==> config.mk <==
export PLATFORM = sky130hd
export DESIGN_NAME = cp0_unit
export DESIGN_NICKNAME = d
export VERILOG_FILES = /design/src/rtl/cp0_pkg.sv /design/src/rtl/cp0_req_arbiter.sv /design/src/rtl/cp0_unit.sv
export SDC_FILE = /design/constraint.sdc
export NUM_CORES = 1
export LEC_CHECK = 0
export ABC_AREA = 1
export CAP_MARGIN = 30
export CORE_MARGIN = 3
export CORE_UTILIZATION = 40
export CTS_CLUSTER_SIZE = 16
export DETAILED_ROUTE_END_ITERATION = 10
export PLACE_DENSITY = 0.84
export SLEW_MARGIN = 25
export SYNTH_ARGS = -nofsm -noshare
export SYNTH_HDL_FRONTEND = slang
export SYNTH_SLANG_ARGS = --single-unit
==> constraint.sdc <==
create_clock -name clk -period 1.4 [get_ports clk]
set_input_delay 0.14 -clock clk [delete_from_list [all_inputs] [get_ports clk]]
set_output_delay 0.14 -clock clk [all_outputs]
set_load 0.05 [all_outputs]
==> src/rtl/cp0_pkg.sv <==
// Shared definitions for the coprocessor-0 exception/interrupt controller:
// CP0 register numbers, exception codes, SR/Cause field positions, the
// controller state type and helpers that assemble SR/Cause read words.
package cp0_pkg;

   // CP0 register numbers used by mtc0/mfc0
   localparam logic [4:0] CP0_BADVADDR = 5'd8;
   localparam logic [4:0] CP0_SR       = 5'd12;
   localparam logic [4:0] CP0_CAUSE    = 5'd13;
   localparam logic [4:0] CP0_EPC      = 5'd14;
   localparam logic [4:0] CP0_PRID     = 5'd15;

   // ExcCode values carried down the pipeline
   localparam logic [4:0] EXC_INT  = 5'd0;
   localparam logic [4:0] EXC_ADEL = 5'd4;
   localparam logic [4:0] EXC_ADES = 5'd5;
   localparam logic [4:0] EXC_RI   = 5'd10;
   localparam logic [4:0] EXC_OV   = 5'd12;

   // SR field positions
   localparam int SR_IM_HI = 15;
   localparam int SR_IM_LO = 10;
   localparam int SR_EXL   = 1;
   localparam int SR_IE    = 0;

   // Cause field positions
   localparam int CAUSE_BD     = 31;
   localparam int CAUSE_IP_HI  = 15;
   localparam int CAUSE_IP_LO  = 10;
   localparam int CAUSE_EXC_HI = 6;
   localparam int CAUSE_EXC_LO = 2;

   // Controller state mirrors SR.EXL
   typedef enum logic {
      ST_USER    = 1'b0,
      ST_HANDLER = 1'b1
   } cp0_state_e;

   // Assemble the SR read word; unimplemented bits read as zero
   function automatic logic [31:0] pack_sr(input logic [5:0] im,
                                           input logic       exl,
                                           input logic       ie);
      logic [31:0] r;
      r                     = '0;
      r[SR_IM_HI:SR_IM_LO]  = im;
      r[SR_EXL]             = exl;
      r[SR_IE]              = ie;
      return r;
   endfunction

   // Assemble the Cause read word; unimplemented bits read as zero
   function automatic logic [31:0] pack_cause(input logic       bd,
                                              input logic [5:0] ip,
                                              input logic [4:0] exc);
      logic [31:0] r;
      r                           = '0;
      r[CAUSE_BD]                 = bd;
      r[CAUSE_IP_HI:CAUSE_IP_LO]  = ip;
      r[CAUSE_EXC_HI:CAUSE_EXC_LO] = exc;
      return r;
   endfunction

endpackage

==> src/rtl/cp0_req_arbiter.sv <==
// Combinational arbitration of external interrupts against the pipelined
// exception code. Interrupts win; nothing is requested while EXL is set.
module cp0_req_arbiter
   import cp0_pkg::*;
(
   input  logic [5:0] sr_im,
   input  logic       sr_exl,
   input  logic       sr_ie,
   input  logic [5:0] hw_int,
   input  logic [4:0] m_exc,
   output logic       int_req,
   output logic       exc_req,
   output logic [4:0] code
);

   // Decide which event (if any) is taken and which ExcCode it records
   always_comb begin
      int_req = sr_ie & ~sr_exl & (|(sr_im & hw_int));
      exc_req = ~sr_exl & (m_exc != EXC_INT);
      code    = int_req ? EXC_INT : m_exc;
   end

endmodule

==> src/rtl/cp0_unit.sv <==
// Coprocessor-0 exception/interrupt controller at the M stage. Holds
// SR/Cause/EPC/PRId, raises the flush-and-vector request and services
// mtc0, mfc0 and eret.
// Optional feature: define CP0_BADVADDR_EN to add the bad_vaddr input and
// the read-only BadVAddr register (CP0 reg 8).
module cp0_unit
   import cp0_pkg::*;
#(
   parameter logic [31:0] PRID         = 32'h2020_0001,
   parameter logic [31:0] HANDLER_ADDR = 32'h0000_4180
) (
   input  logic        clk,
   input  logic        reset,
   input  logic [31:0] M_pc,
   input  logic        M_bd,
   input  logic [4:0]  M_exc,
   input  logic [5:0]  hw_int,
   input  logic        cp0_we,
   input  logic [4:0]  cp0_addr,
   input  logic [31:0] cp0_wdata,
   input  logic        eret,
`ifdef CP0_BADVADDR_EN
   input  logic [31:0] bad_vaddr,
`endif
   output logic [31:0] cp0_rdata,
   output logic [31:0] epc_out,
   output logic        req
);

   // The vector address is consumed by the stage registers; it is declared
   // here only so both sides are configured from one place.
   logic unused_handler_addr;
   assign unused_handler_addr = ^HANDLER_ADDR;

   cp0_state_e  state_q, state_d;
   logic [5:0]  im_q, im_d;
   logic        ie_q, ie_d;
   logic        bd_q, bd_d;
   logic [5:0]  ip_q, ip_d;
   logic [4:0]  exccode_q, exccode_d;
   logic [31:0] epc_q, epc_d;
`ifdef CP0_BADVADDR_EN
   logic [31:0] badvaddr_q, badvaddr_d;
`endif

   logic        exl;
   logic        int_req;
   logic        exc_req;
   logic [4:0]  code;
   logic [31:0] epc_src;
   logic        wr_sr;
   logic        wr_epc;

   assign exl = (state_q == ST_HANDLER);

   cp0_req_arbiter u_arb (
      .sr_im   (im_q),
      .sr_exl  (exl),
      .sr_ie   (ie_q),
      .hw_int  (hw_int),
      .m_exc   (M_exc),
      .int_req (int_req),
      .exc_req (exc_req),
      .code    (code)
   );

   // Request is gated by reset so it drops the moment reset is asserted
   always_comb begin
      req     = ~reset & (int_req | exc_req);
      epc_out = epc_q;
      epc_src = (M_bd ? (M_pc - 32'd4) : M_pc) & ~32'h3;
      // a taken request drops any mtc0 committing in the same cycle
      wr_sr   = cp0_we & ~req & (cp0_addr == CP0_SR);
      wr_epc  = cp0_we & ~req & (cp0_addr == CP0_EPC);
   end

   // Next-state logic for the EXL state machine and the CP0 registers
   always_comb begin
      state_d   = state_q;
      im_d      = im_q;
      ie_d      = ie_q;
      bd_d      = bd_q;
      ip_d      = hw_int;
      exccode_d = exccode_q;
      epc_d     = epc_q;
`ifdef CP0_BADVADDR_EN
      badvaddr_d = badvaddr_q;
`endif

      case (state_q)
         ST_USER: begin
            if (req) begin
               state_d = ST_HANDLER;
            end else if (wr_sr) begin
               state_d = cp0_wdata[SR_EXL] ? ST_HANDLER : ST_USER;
            end
         end
         ST_HANDLER: begin
            if (eret) begin
               state_d = ST_USER;
            end else if (wr_sr) begin
               state_d = cp0_wdata[SR_EXL] ? ST_HANDLER : ST_USER;
            end
         end
         default: state_d = ST_USER;
      endcase

      if (req) begin
         bd_d      = M_bd;
         exccode_d = code;
         epc_d     = epc_src;
`ifdef CP0_BADVADDR_EN
         if (exc_req && !int_req && ((M_exc == EXC_ADEL) || (M_exc == EXC_ADES))) begin
            badvaddr_d = bad_vaddr;
         end
`endif
      end else begin
         if (wr_sr) begin
            im_d = cp0_wdata[SR_IM_HI:SR_IM_LO];
            ie_d = cp0_wdata[SR_IE];
         end
         if (wr_epc) begin
            epc_d = cp0_wdata & ~32'h3;
         end
      end
   end

   // CP0 state registers, cleared asynchronously
   always_ff @(posedge clk or posedge reset) begin
      if (reset) begin
         state_q   <= ST_USER;
         im_q      <= '0;
         ie_q      <= 1'b0;
         bd_q      <= 1'b0;
         ip_q      <= '0;
         exccode_q <= '0;
         epc_q     <= '0;
`ifdef CP0_BADVADDR_EN
         badvaddr_q <= '0;
`endif
      end else begin
         state_q   <= state_d;
         im_q      <= im_d;
         ie_q      <= ie_d;
         bd_q      <= bd_d;
         ip_q      <= ip_d;
         exccode_q <= exccode_d;
         epc_q     <= epc_d;
`ifdef CP0_BADVADDR_EN
         badvaddr_q <= badvaddr_d;
`endif
      end
   end

   // mfc0 read mux; returns pre-edge register contents
   always_comb begin
      cp0_rdata = '0;
      case (cp0_addr)
         CP0_SR:    cp0_rdata = pack_sr(im_q, exl, ie_q);
         CP0_CAUSE: cp0_rdata = pack_cause(bd_q, ip_q, exccode_q);
         CP0_EPC:   cp0_rdata = epc_q;
         CP0_PRID:  cp0_rdata = PRID;
`ifdef CP0_BADVADDR_EN
         CP0_BADVADDR: cp0_rdata = badvaddr_q;
`endif
         default:   cp0_rdata = '0;
      endcase
   end

endmodule

==> impl_metrics.toml <==
[outcome]
status = "complete, but fails checks"
violations = "negative setup slack"

[pwr]
post-layout-total-power_w = 0.0114
power_per_cell_area_nw_per_um2 = 1570
worst_ir_drop_vdd_v = 0.000762
leakage_nw = 3.55

[setup_path]
rr_endpoint = "epc_out[22]"
worstRegToRegCells = 9
critical_path_arrival_ps = 1560
endpoint_kind = "primary output"
startpoint_type = "flop"
timing.reg2reg.setup_slack_ps = -280
r2r-start = "im_q[5]"
critical_path_required_ps = 1260
critical_path_peak_fanout = 3
worstSetupPathType = "flop to primary output"

[route]
drt_drc_violations_left = 0
routed_wl_microns = 15900
first_pass_iters = 5
detailroute.via_count = 4621
avgViaCountPerCell = 5.23
avgRoutedWirePerCell_microns = 18.0
detailedRoute.firstIterationViolations = 300
post_detailed_route_count_of_antenna_violating_nets = 0

[floorplan]
core_area_sq_um = 8890
fp.dieArea_sq_um = 10600
initial_util_pct = 42.1
design.portCount = 150
fp.dieW_microns = 103
die_boundary_height_microns = 103
core.rowCount = 34

[grt]
grt_pass1_wl_microns = 23200
grt_util_all_layers_pct = 28.2
number_of_antenna_violations_at_the_first_check_in_global_routing = 0
largest_net_degree_at_the_start_of_global_routing = 51
gr-total-overflow = 0
via_count_of_the_first_global_routing_pass = 4621

[timing]
finalSetupViolCount = 47
post-route-worst-setup-slack_ps = -301
final_min_period_ps = 1700
worst_clock_skew_ps = 12.8
finalHoldViolCount = 0
worstMarginPinSlew_ps = 669
timing.hold.ws_ps = 320
maxClockFrequency_mhz = 588
timing.final.crit_share_pct = 121
rsz0062_at_grt = "true"
relSlewSlack_pct = 55.4
slew_violations = 0

[placement]
place_worst_setup_slack_ps = -519
port_buffers = 145
place.detailed.hpwl_microns = 11000
gp_congestion = 0.885

[clocking]
clk_pin_slew_ps = 100
cts_num_sinks = 50
root_cell_of_the_clock_tree = "clkbuf_8"
numCtsBuffers = 5
cts_hold_repair.buffers = 0
cts_htree_levels = 2
tritoncts_clock_tree = "done"
buffers_from_clock_root_to_sink_at_most = 2
clk-insertion-delay-late_ps = 310

[yosys]
synth.ff_latch_count = 50
post_synth_inst_count = 545
ys_dominant_reg_cell = "dfrtp_1"
mappedNetlistArea_sq_um = 3740
post-synth-top-count-cell = "nand2_1"
synth_top_cells_by_area = "dfrtp_1 33%, nand2_1 16%, inv_1 8.0%"
synth_edf_count = 0
post-synth-top-area-cell = "dfrtp_1"
ys_types = 40
netlist.area_leader.share_pct = 33.4
synthesis.yosys.warnings = 0
synth.cells.most_frequent = "158 x nand2_1, 80 x inv_1, 57 x nor2_1"
synth_sequential_area_ratio_pct = 33.4
syn-mean-instance-area_sq_um = 6.87
ys_async_sr_fraction_pct = 100

[worst_hold_path]
timing.hold.worst.class = "input port to flop"
whs_endpoint = "ip_q[1]"
hold_path.startpoint = "hw_int[1]"
min_path_cells = 1

[flow_run]
timing.max_cap.violations = 0

[layout]
drive_above_1_share_pct = 43.2
fill_cell_total_of_the_finished_layout = 488
final_core_utilization_pct = 81.3
nets = 861
n_antenna_cell = 0
flow.area_growth_from_synthesis_pct = 93.1
-- worst max-delay path by stage --
stage | startpoint | endpoint | slack (ps)
after floorplan | reset | epc_out[11] | -270
after global placement | M_pc[3] | epc_out[28] | -420
after detailed placement | M_pc[2] | epc_out[20] | -520
after CTS | im_q[4] | req | -180
after global routing | im_q[5] | epc_out[22] | -370
final | im_q[3] | req | -300
-- timing repair --
action | 4_1_cts | 5_1_grt
resized for setup | 104 | 82
pin swaps | 23 | 26
gates cloned | 5 | 2
endpoints found under the setup margin | 70 | 58
setup buffers | 8 | 7
-- per-layer routing --
| metal | track usage, % | vias to the layer above | share of wire, % | routed length [microns] |
|---|---|---|---|---|
| met4 | 8.68 | 0 | 3.0 | 481 |
| li1 | - | 2142 | - | - |
| met5 | 0 | - | 0 | 0 |
| met2 | 50.9 | 229 | 53 | 8460 |
| met3 | 3.99 | 55 | 6.2 | 992 |
| met1 | 34.6 | 2195 | 37 | 5950 |
-- power breakdown --
part / total (W) / switching (W) / internal, W
clock: 0.00104 / 0.000505 / 0.000534
combinational: 0.00751 / 0.00411 / 0.00340
sequential: 0.00283 / 0.000796 / 0.00203
total: 0.0114 / 0.00541 / 0.00597
-- critical path: stages (launching register included) --
cell and delay, ps:
dfrtp_1 400, nand2_1 80, nand2_1 70, nor2_2 130
nand2_2 90, nand2_4 130, a21oi_4 80, buf_6 130
buf_12 140
-- cells by family (layout without fill, tap and decap cells) --
family,Yosys count,in the layout,share of synthesized area [%]
xor gates and xnor gates,15,15,3.71
DFF,50,50,33.4
and+or+nand+nor,292,295,38.4
other,1,2,0.100
AOI/OAI and AO/OA,79,79,11.7
adders and majority gates,1,1,0.334
buffers and inverters,107,334,12.4
-- cell usage in the layout (no fill, tap or decap), types with 3 or more instances in the layout --
cell               n
nor2_2            29
o22ai_2            3
inv_1             73
buf_6             13
nand3_1           23
nand2_2           23
dlygate4sd2_1      6
nand2_1          136
nand3_4            3
clkbuf_8           5
nor2_1            31
clkbuf_2           4
xor2_1            13
o21ai_2           36
nand2_4           20
buf_12            60
o21ai_0            4
dfrtp_1           49
buf_4             74
buf_8              3
nand3_2            6
nor2_4             9
nand2_8            5
clkdlybuf4s50_1   71
nor2_8             4
o21ai_4            5
o21ai_1           20
inv_2             15
a21oi_2            3
-- registers in the layout (all words and copies together) (netlist names) --
signal,count
ip_q,6
im_q,6
exl,1
ie_q,1
epc_out,30
bd_q,1
exccode_q,5
-- area by class of cell --
cell class	instances	area, sq um	area share (%)
multi-input combinational	392	2560	35.5
timing repair buffer	234	2790	38.5
tap	108	135	1.87
clock inverter	2	37.5	0.519
sequential	50	1250	17.3
inverter	91	363	5.02
timing repair inverter	1	16.3	0.225
clock buffer	6	72.6	1.00
-- per-stage QoR --
stage	instances	cell area, sq um	setup TNS (ps)
4_1_cts	880	6970	-4600
3_3_place_gp	859	6410	-20880
5_1_grt	884	7230	-12050
2_1_floorplan	546	3830	-10020
6_report	884	7230	-9410
3_5_place_dp	859	6410	-24850
No activity file was read; power rests on OpenSTA's default activity.
==> variant 1 (same flow settings) <==
Take the reset off `ip_q` and load it in a clocked block of its own.
--- a/src/rtl/cp0_unit.sv
+++ b/src/rtl/cp0_unit.sv
@@ -132,7 +132,6 @@
          im_q      <= '0;
          ie_q      <= 1'b0;
          bd_q      <= 1'b0;
-         ip_q      <= '0;
          exccode_q <= '0;
          epc_q     <= '0;
 `ifdef CP0_BADVADDR_EN
@@ -143,13 +142,16 @@
          im_q      <= im_d;
          ie_q      <= ie_d;
          bd_q      <= bd_d;
-         ip_q      <= ip_d;
          exccode_q <= exccode_d;
          epc_q     <= epc_d;
 `ifdef CP0_BADVADDR_EN
          badvaddr_q <= badvaddr_d;
 `endif
       end
+   end
+
+   always_ff @(posedge clk) begin
+      ip_q <= ip_d;
    end
 
    // mfc0 read mux; returns pre-edge register contents
Function: changed (a bounded check fails within 4 cycles, from zero or initial values and one cycle with reset high).
==> variant 1 against the original RTL <==
The flow still finishes with violations (setup timing); power down 0.48%; cell count increased by 1.1%; final area decreased by 0.59%; register-to-register slack barely moved; setup slack improved by 9.6 ps; sequential cell count stayed put; routed wire length increased by 11%; count of clock-buffer cells in the layout decreased by 1; critical path type is now input port to output pin; critical path depth fell by 1; area after synthesis down 0.80%.
==> variant 1: results (changes against the original RTL) <==
placed_design:
  routabilityCongestion: 0.943  # +6.6%
  dp_slack_ps: -496  # +23.2 ps
  dpl-instance-area_um2: 6440  # +0.39%
  dp_cells: 868  # +1.0%
  hpwl_mm: 11.4  # +4.3%
cells_and_area:
  num-fill-cells: 497  # +1.8%
  final_area_um2: 7190  # -0.59%
  drive_gt1_share_pct: 41.3  # -1.8 points
  fin_cells: 894  # +1.1%
pwr:
  power_switching_share_pct: 49.2  # +1.6 points
  pwr-share-comb_pct: 66.5  # +0.5 points
  total_leakage_power_nw: 3.54  # -0.17%
  ir_drop_mv: 0.795  # +4.3%
  powerDensity_nw_per_um2: 1580  # +0.11%
  seq_power_share_pct: 25.2  # +0.3 points
synth:
  synth_common_cells: "nand2_1, inv_1, nor2_1"
  ys_async_sr_fraction_pct: 88.0  # -12 points
  ys_types: 41  # +2.5%
  synth-compound-area-share_pct: 11.8  # +0.094 points
  synth_xor_area_share_pct: 3.74  # +0.030 points
  yosysSeqAreaShare_pct: 32.9  # -0.54 points
  synth_fa_ha_area_share_pct: 0.337  # +0.0027 points
  synth_area_leaders: "dfrtp_1, nand2_1, inv_1"
timing:
  tightestPinTransition_ps: 621  # -48.4 ps
  fin_skew_ps: 17.9  # +5.09 ps
  setup_viol: 50  # +6.4%
  setup_slack_ps: -291  # +9.62 ps
worst_setup_path:
  cp_slowest_cell: "clkdlybuf4s50_1"
  cpPeakStageDelay_ps: 490  # +90 ps
  cp_top_family: "buffers and inverters"
  crit_path_max_fanout: 2  # -1
grt:
  grt_max_degree: 45  # -12%
  use_met2_pct: 53.5  # +2.6 points
  track_usage_pct: 30.0  # +1.8 points
  grt_use_met1_pct: 36.0  # +1.4 points
  grtUsageMet3_pct: 4.37  # +0.38 points
clock_tree:
  htreeDepth: 2  # unchanged
routing:
  met2WireLength_mm: 8.86  # +4.7%
  drt-met1-wl_mm: 6.27  # +5.4%
  wirelength_mm: 17.6  # +11%
  drt_first_pass_iters: 7  # +2
  dr.first_iter.drc_count: 447  # +49%
  route.vias.total: 4884  # +5.7%
run_status:
  violations: "setup timing"
  status: "finished with violations"
-- variant 1: area by class of cell --
cell class | instances | share of cell area (%)
clock inverters | 3 | 0.366
repair inverters | 1 | 0.226
inverters | 91 | 5.05
clock buffers | 5 | 0.958
flip-flops and latches | 50 | 17.0
well taps | 108 | 1.88
multi-input cells | 392 | 34.3
repair buffers | 244 | 40.2
-- variant 1: worst paths after layout --
kind | start | endpoint | slack [ps] | cells past startpoint
setup / recovery | M_exc[1] | req | -290 | 7
hold / removal | hw_int[1] | ip_q[1] | 300 | 1
setup reg to reg | exl | epc_out[15] | -280 | 8
hold reg to reg | exccode_q[3] | exccode_q[3] | 570 | 2
max in group asynchronous | reset | epc_out[12] | 360 | 3
min in group asynchronous | reset | epc_out[29] | 560 | 3
-- variant 1: what timing repair did --
action / 4_1_cts / 5_1_grt
pin swaps: 12 / 23
setup endpoints to repair: 71 / 53
cloned: 5 / 0
gates resized for setup: 64 / 90
buffers inserted: 7 / 8
hold endpoints to repair: 0 / 0
==> variant 2 (same settings) <==
Made on the original files. The option `CP0_BADVADDR_EN` is turned on by a define.
--- a/src/rtl/cp0_unit.sv
+++ b/src/rtl/cp0_unit.sv
@@ -3,6 +3,8 @@
 // mtc0, mfc0 and eret.
 // Optional feature: define CP0_BADVADDR_EN to add the bad_vaddr input and
 // the read-only BadVAddr register (CP0 reg 8).
+`define CP0_BADVADDR_EN
+
 module cp0_unit
    import cp0_pkg::*;
 #(
Interface: changed (added bad_vaddr); port bits go from 150 to 182. The function was not compared with the original's and may differ.
==> variant 2 against the original RTL <==
The flow still finishes with violations (setup timing); final area is 35% higher; power rose by 39%; setup slack got worse by 14 ps; non-clock buffer count is 67 higher; first-iteration DRC count up 98%; clock power up 120%; via count rose by 31%; register-to-register slack worse by 20 ps; sequential cell count grew 32; routed wire length is 40% higher; combinational power grew 17%; area after synthesis increased by 40%.
==> variant 2: results (changes against the original RTL) <==
routing:
  drc: 0  # unchanged
  vias_per_cell: 5.20  # -0.56%
  dr.first_iter.drc_count: 595  # +98%
  wirelength_mm: 22.2  # +40%
  drt_first_pass_iters: 5  # unchanged
worst_setup_path:
  cp.arrival_ps: 1570
  rrSetupSlack_ps: -300  # -20 ps
  critPathKind: "flip-flop to output pin"
  r2r_cells: 11  # +2
  crit_path_max_fanout: 4  # +1
  r2r_start: "im_q[3]"
  cp_slowest_cell: "dfrtp_1"
  r2r-end: "epc_out[31]"
  cpPeakStageDelay_ps: 360  # -40 ps
placed_design:
  dp_cells: 1112  # +29%
  dpl-instance-area_um2: 8480  # +32%
  port_buffers: 177  # +22%
  hpwl_mm: 14.1  # +29%
  routabilityCongestion: 0.838  # -5.3%
  dp_slack_ps: -504  # +15.1 ps
grt:
  grt_antenna_before_repair: 0  # unchanged
  grt_max_degree: 52  # +2.0%
  track_usage_pct: 28.9  # +0.75 points
  grt_pass1_wl_mm: 32.7  # +41%
clock_tree:
  clkLatencyLatePin_ps: 340  # +30 ps
  cts_made_buffers: 9  # +4
  htreeDepth: 3  # +1
  cts_buffer_depth: 2  # unchanged
  clkTransAtPathRegs_ps: 60  # -40 ps
  clockRootBuffer: "clkbuf_16"
timing:
  fin_skew_ps: 10.8  # -2.07 ps
  setup_slack_ps: -315  # -13.8 ps
  setup_viol: 91  # +94%
pwr:
  ir_drop_mv: 0.940  # +23%
  total_leakage_power_nw: 4.64  # +31%
  power_switching_share_pct: 43.4  # -4.1 points
cells_and_area:
  regMostFlops: "badvaddr_q"
  num-fill-cells: 760  # +56%
  largest_register_ffs: 32  # +6.7%
  final_nets: 1109  # +29%
  drive_gt1_share_pct: 37.9  # -5.2 points
  fin_cells: 1166  # +32%
  antennaDiodeCount: 0  # unchanged
synth:
  synth.avg_cell_area_um2: 7.39  # +7.7%
  yosysSeqAreaShare_pct: 39.2  # +5.8 points
  synth_common_cells: "nand2_1, inv_1, dfrtp_1"
  ys.flop_type: "dfrtp_1"
  ys_types: 39  # -2.5%
  ys.warnings.count: 0  # unchanged
  synth_area_leaders: "dfrtp_1, nand2_1, inv_1"
  ys_async_sr_fraction_pct: 100  # unchanged
worst_hold_path:
  hold_class: "input port to flip-flop"
  whs_path_depth: 1  # unchanged
  holdCritStartpoint: "hw_int[0]"
  min_to: "ip_q[0]"
run_status:
  violations: "setup timing"
  status: "finished with violations"
==> variant 2: changes by cell type after synthesis, sizes merged, moves of 3 or more <==
cell	before	now
a22o	1	9
buf	14	22
clkbuf	2	8
dfrtp	50	82
inv	90	94
nand2	181	262
nand3	32	41
nand4	3	11
nor2	73	50
o21ai	65	96
o22ai	3	0
xnor2	1	4
==> variant 2: per-stage QoR <==
step	hold WS, ps	power [W]	TNS [ps]	utilization [%]
floorplan	171	0.00818	-32870	-
global placement	465	0.0117	-38030	66.7
detailed placement	469	0.0119	-41420	66.7
CTS	266	0.0151	-12950	74.9
global route	285	0.0164	-25120	76.7
finish	278	0.0159	-18040	76.7
==> variant 2: critical path: cells and delay by family (launching register included) <==
kind / cells / cell delay, ps
AOI/OAI and AO/OA: 1 / 230
and+or+nand+nor: 5 / 360
DFF: 1 / 360
buffers and inverters: 2 / 280
==> variant 2: worst max-delay path by stage <==
stage                   to  cells past startpoint
4_1_cts                req                      8
3_3_place_gp   epc_out[19]                     10
2_1_floorplan   epc_out[2]                      7
3_5_place_dp   epc_out[19]                     10
6_report               req                      8
5_1_grt        epc_out[19]                     12
==> variant 2: metal layers <==
layer  up-vias  wire length, um  GRT usage, %
met5         -                0             0
met4         0              873          11.8
met3        64             1620          5.00
met2       327            11100          49.3
met1      2885             8580          36.4
li1       2785                -             -
==> variant 2: logic make-up (layout without fill, tap and decap cells) <==
group           count (synthesis)  after routing  synth area share, %
compound gates                111            111                 14.0
xor+xnor                       16             16                 2.68
fa+ha+maj                       1              1                0.239
buf+inv                       126            411                 12.0
flops                          82             82                 39.2
other cells                     1              2               0.0717
simple gates                  371            371                 31.7
==> variant 2: power by group through the flow <==
| stage | Sequential [W] | Combinational (W) | Clock [W] |
|---|---|---|---|
| floorplan | 0.00563 | 0.00255 | 0 |
| detailed placement | 0.00458 | 0.00732 | 0 |
| finish | 0.00483 | 0.00876 | 0.00228 |
| global route | 0.00490 | 0.00911 | 0.00240 |
| global placement | 0.00453 | 0.00716 | 0 |
| CTS | 0.00472 | 0.00811 | 0.00224 |
==> variant 2: area by class of cell <==
cell class	count	area [um2]	area share [%]
inverter	96	387	3.96
multi-input combinational	501	3050	31.3
clock inverter	2	12.5	0.128
tap	172	215	2.21
clock buffer	12	267	2.73
sequential	82	2060	21.1
timing repair buffer	301	3760	38.5
==> variant 2: timing repair <==
action | in CTS | in global routing
setup endpoints to repair | 109 | 108
cloned | 12 | 0
buffers inserted | 19 | 18
resized for setup | 110 | 52
pin swaps | 13 | 18
